--- src/rtl/wb_arbiter.sv ---
// Four-requester round-robin arbiter in front of a single register-file
// write port. The grant is combinational. The winning address and data are
// registered and presented as a one-cycle write on the following cycle.
module wb_arbiter #(
    parameter int DATA_WIDTH = 32,
    parameter int ADDR_W     = 5
) (
    input  logic                    iClk,
    input  logic                    iReset_n,
    input  logic [3:0]              iReq,
    input  logic [4*ADDR_W-1:0]     iAddr,
    input  logic [4*DATA_WIDTH-1:0] iData,
    input  logic                    iStall,
    output logic [3:0]              oGnt,
    output logic [1:0]              oSel,
    output logic                    oWrEn,
    output logic [ADDR_W-1:0]       oWrAddr,
    output logic [DATA_WIDTH-1:0]   oWrData,
    output logic [15:0]             oStallCnt
);

    // Handshake: requester k raises iReq[k] and holds iReq/iAddr/iData
    // stable until it sees oGnt[k] high in a cycle. That cycle is the
    // transfer, and the requester may drop or change its request afterwards.
    // A request withdrawn before its grant is never granted. iStall blocks
    // every grant in the cycle it is high. It never cancels a write that is
    // already registered.

    logic [1:0]            rPtr;
    logic [ADDR_W-1:0]     addrArr [4];
    logic [DATA_WIDTH-1:0] dataArr [4];
    logic                  gntValid;
    logic [1:0]            gntIdx;
    logic [1:0]            cand;
    logic                  found;

    // Unpack the packed requester buses into indexable arrays
    always_comb begin
        for (int k = 0; k < 4; k++) begin
            addrArr[k] = iAddr[k*ADDR_W +: ADDR_W];
            dataArr[k] = iData[k*DATA_WIDTH +: DATA_WIDTH];
        end
    end

    // Round-robin search starting at rPtr. Reset and stall suppress any grant.
    always_comb begin
        found  = 1'b0;
        gntIdx = 2'd0;
        cand   = 2'd0;
        for (int i = 0; i < 4; i++) begin
            cand = rPtr + 2'(i);
            if (!found && iReq[cand]) begin
                found  = 1'b1;
                gntIdx = cand;
            end
        end
        gntValid = found && !iStall && iReset_n;
    end

    // One-hot grant vector for the requesters
    always_comb begin
        oGnt = 4'b0000;
        if (gntValid) begin
            oGnt[gntIdx] = 1'b1;
        end
    end

    // Pointer, registered write port and stall counter
    always_ff @(posedge iClk or negedge iReset_n) begin
        if (!iReset_n) begin
            rPtr      <= 2'd0;
            oSel      <= 2'd0;
            oWrEn     <= 1'b0;
            oWrAddr   <= '0;
            oWrData   <= '0;
            oStallCnt <= 16'd0;
        end else begin
            if (gntValid) begin
                rPtr    <= gntIdx + 2'd1;
                oSel    <= gntIdx;
                oWrAddr <= addrArr[gntIdx];
                oWrData <= dataArr[gntIdx];
                // Register $zero is hardwired, so this request is consumed without a write
                oWrEn   <= (addrArr[gntIdx] != '0);
            end else begin
                oWrEn <= 1'b0;
            end
            if (iStall && (iReq != 4'b0000) && (oStallCnt != 16'hFFFF)) begin
                oStallCnt <= oStallCnt + 16'd1;
            end
        end
    end

endmodule

--- config.mk ---
export PLATFORM = sky130hd
export DESIGN_NAME = wb_arbiter
export DESIGN_NICKNAME = d
export VERILOG_FILES = /design/src/rtl/wb_arbiter.sv
export SDC_FILE = /design/constraint.sdc
export NUM_CORES = 1
export LEC_CHECK = 0
export ABC_CLOCK_PERIOD_IN_PS = 3410
export BUFFER_PORTS_ARGS = -buffer_cell sky130_fd_sc_hd__buf_2
export CORE_AREA = 2 2 101 84
export CTS_BUF_LIST = sky130_fd_sc_hd__clkbuf_8
export DETAILED_ROUTE_END_ITERATION = 7
export DIE_AREA = 0 0 103 86
export PLACE_DENSITY = 0.9
export SKIP_CTS_REPAIR_TIMING = 1
export SYNTH_ARGS = -nofsm -noshare
export SYNTH_HDL_FRONTEND = slang
export SYNTH_SLANG_ARGS = --single-unit
--- constraint.sdc ---
create_clock -name iClk -period 3.41 [get_ports iClk]
set_input_delay 0.682 -clock iClk [delete_from_list [all_inputs] [get_ports iClk]]
set_output_delay 0.682 -clock iClk [all_outputs]
set_load 0.01 [all_outputs]
==> impl_metrics.tcl <==
set metrics [dict create \
    setup_tns_ps 0 \
    crit_arrival_ps 2080 \
    diodes 0 \
    power_frac_seq_pct 33.3 \
    io_buffers 214 \
    vdd_drop_max_mv 0.407 \
    max_stage_delay_ps 460 \
    timing.final.crit_share_pct 80.9 \
    die_x_um 103 \
    first_pass_iters 4 \
    cts_root_buf "clkbuf_8" \
    syn_inst 362 \
    power.share.clock_pct 24.8 \
    r2r_slack_ps 1120 \
    cellLeakagePower_nw 2.73 \
    cpLargestDelayFamily "simple AND/OR/NAND/NOR gates" \
    synth_area_um2 3760 \
    die_h_um 86 \
    relSlewSlack_pct 51.5 \
    finClkSkew_ps 7.25 \
    cp-end-kind "output port" \
    dr.first_iter.drc_count 96 \
    post-route-min-period_ps 2760 \
    powerDensity_nw_per_um2 592 \
    swShare_pct 34.9 \
    final_max_slew_viol_count 0 \
    criticalPathCategory "register to output port" \
    grt_pass1_wl_um 16400 \
    outcome "completed" \
    grt_max_degree 59 \
    dp_hpwl_um 8610 \
    routedWlPerCell_um 15.5 \
    combinationalPowerShare_pct 41.9 \
    worst_pin_slew_ps 724 \
    cts_tree "done" \
    required_ps 2730 \
    yosys.cell_types.count 42 \
    post-route-drc-count 0 \
    dr_total_vias 3568 \
    vias_per_cell 5.19 \
    antenna_found_initial 0 \
    grt_setup_unrepaired "false" \
    fp-row-count 29 \
    crit_path_cell_trace "and2_4 > and2_1 > nor3_4 > inv_2 > ha_1 > and3_1 > buf_2" \
    ys_seq_area_share_pct 38.6 \
    cpMaxStageDelayCell "dfrtp_1" \
    die_area_um2 8860 \
    cts_sinks 58 \
    insertion_delay_ps 330 \
    p_sw_mw 1.05 \
    fin_nets 734 \
    grt_pass1_vias 3668 \
    start_util_pct 48.5 \
    setup_viol 0 \
    drive_gt1_share_pct 48.7 \
    grt_usage_pct 23.6 \
    fmax_ghz 0.362 \
    synthesis.nets 522 \
    ios 215 \
    drt-total-wl_um 10600 \
    grt_overflow 0 \
    cp.buffers_inverters 2 \
    gp_congestion 0.894 \
    ys_ff_latch 58 \
    avgSynthCellArea_um2 10.4 \
    internal-power_mw 1.95 \
    clk_pin_slew_worst_paths_ps 60 \
    cp-start-kind "register" \
    hold_ws_ps 480 \
    hold_class "register to register" \
    worstPathMaxFanout 7 \
    area_growth_pct 34.7 \
    ant_nets 0 \
    core_um2 7760 \
    drv_cap 0 \
    yosys_warnings 0 \
    clockBufferDepth 2 \
    hold_violations 0 \
    cts_buffers 9 \
    htreeDepth 3 \
]
[routing by layer]
metal | vias up | track usage [%] | wire length, um | share of wire (%)
li1 | 1715 | - | - | -
met1 | 1674 | 25.3 | 3960 | 37
met2 | 151 | 43.3 | 5500 | 52
met3 | 28 | 7.25 | 886 | 8.3
met4 | 0 | 8.73 | 266 | 2.5
met5 | - | 0 | 0 | 0
[synthesized netlist by cell type]
library cell / number / area, um2
o21ba_2: 1 / 10.0
buf_12: 5 / 100
mux2i_1: 65 / 651
xnor2_1: 11 / 96.3
a211oi_1: 4 / 30.0
bufbuf_8: 1 / 18.8
nand4_1: 4 / 25.0
mux2_2: 33 / 372
ha_1: 5 / 62.6
o21ai_0: 6 / 30.0
nor2_1: 5 / 18.8
nand3_1: 20 / 100
o31ai_1: 2 / 15.0
clkbuf_1: 4 / 15.0
nand2_1: 51 / 191
xor2_1: 4 / 35.0
inv_2: 2 / 7.51
o211ai_1: 1 / 7.51
o21ai_2: 4 / 35.0
nor3_4: 1 / 16.3
dfrtp_1: 58 / 1450
nand2b_1: 4 / 25.0
o21ai_1: 29 / 145
o22a_1: 1 / 8.76
inv_1: 2 / 7.51
a22o_1: 1 / 8.76
o211a_4: 1 / 17.5
and2_4: 1 / 8.76
nor2_8: 1 / 20.0
a21oi_1: 3 / 15.0
buf_2: 6 / 30.0
nor4_1: 1 / 6.26
buf_1: 1 / 3.75
nor2b_1: 2 / 12.5
o21bai_1: 1 / 7.51
and3_1: 10 / 62.6
buf_4: 3 / 22.5
a222oi_1: 1 / 10.0
nor3_1: 2 / 10.0
o311ai_4: 1 / 26.3
or4_1: 1 / 7.51
and2_1: 3 / 18.8
[path summary, 6_finish.rpt]
check,startpoint,end,cells after the start
max in group asynchronous,iReset_n,oWrData[11]$_DFFE_PN0P_,2
worst min-delay path,oWrData[25]$_DFFE_PN0P_,oWrData[25]$_DFFE_PN0P_,2
min in group asynchronous,iReset_n,oStallCnt[10]$_DFFE_PN0P_,2
worst min register to register,oWrData[25]$_DFFE_PN0P_,oWrData[25]$_DFFE_PN0P_,2
worst max-delay path,rPtr[1]$_DFFE_PN0P_,oGnt[2],7
worst max register to register,rPtr[1]$_DFFE_PN0P_,oWrData[3]$_DFFE_PN0P_,7
[cell usage in the layout (no fill, tap or decap), types with 2 or more instances in the layout]
master and n:
nor3_1 2, and3_1 10, bufinv_16 3, nand4_1 4, clkinv_2 3, ha_1 5
xor2_1 4, buf_2 214, mux2i_1 65, a211oi_1 4, o31ai_1 2, a21oi_1 3
dfrtp_1 58, nand2b_1 4, nand3_1 20, and2_1 3, nor2b_1 2, inv_1 3
buf_4 7, nor2_1 5, o21ai_0 6, o21ai_2 4, clkbuf_8 9, nand2_1 50
mux2_2 33, inv_2 2, o21ai_1 29, xnor2_1 11
[worst min-delay path, cell delays in order, from the launching register on]
cell	delay [ps]
dfrtp_1	340
nand2_1	60
o21ai_2	50
[cells by family after synthesis]
kind of cell | after synthesis | synth area share (%)
buffers and inverters | 24 | 5.45
adder cells (fa/ha/maj) | 5 | 1.66
flip-flops | 58 | 38.6
AO/OA/AOI/OAI | 56 | 9.74
XOR/XNOR | 15 | 3.49
multiplexers | 98 | 27.2
AND/OR/NAND/NOR | 106 | 13.9
[power by group through the flow]
stage	Combinational (mW)	Clock (mW)	Sequential, mW
3_3_place_gp	1.21	0	0.996
3_5_place_dp	1.27	0	1.01
4_1_cts	1.27	0.763	0.997
6_report	1.26	0.745	0.998
2_1_floorplan	0.833	0	1.07
5_1_grt	1.38	0.796	1.02
[flip-flops by register name, summed over array words and instances (netlist names)]
signal	count
oWrData	32
rPtr	2
oSel	2
oStallCnt	16
oWrEn	1
oWrAddr	5
[through the flow]
step           total power, mW  instance area (um2)  util, %  instances  setup slack, ps
6_report                  3.00                 5070     65.2        687              650
5_1_grt                   3.19                 5070     65.2        687              540
4_1_cts                   3.03                 5070     65.2        687              659
3_5_place_dp              2.27                 4830     62.2        671              702
3_3_place_gp              2.21                 4830     62.2        671              779
2_1_floorplan             1.91                 3760        -        362              944
[final cells by class]
type / instances / area, um2
Clock inverter: 7 / 109
Multi-Input combinational cell: 280 / 2110
Timing Repair Buffer: 221 / 1120
Fill cell: 686 / 2700
Sequential cell: 58 / 1450
Tap cell: 108 / 135
Inverter: 4 / 15.0
Clock buffer: 9 / 124
No activity file was read; power rests on OpenSTA's default activity.
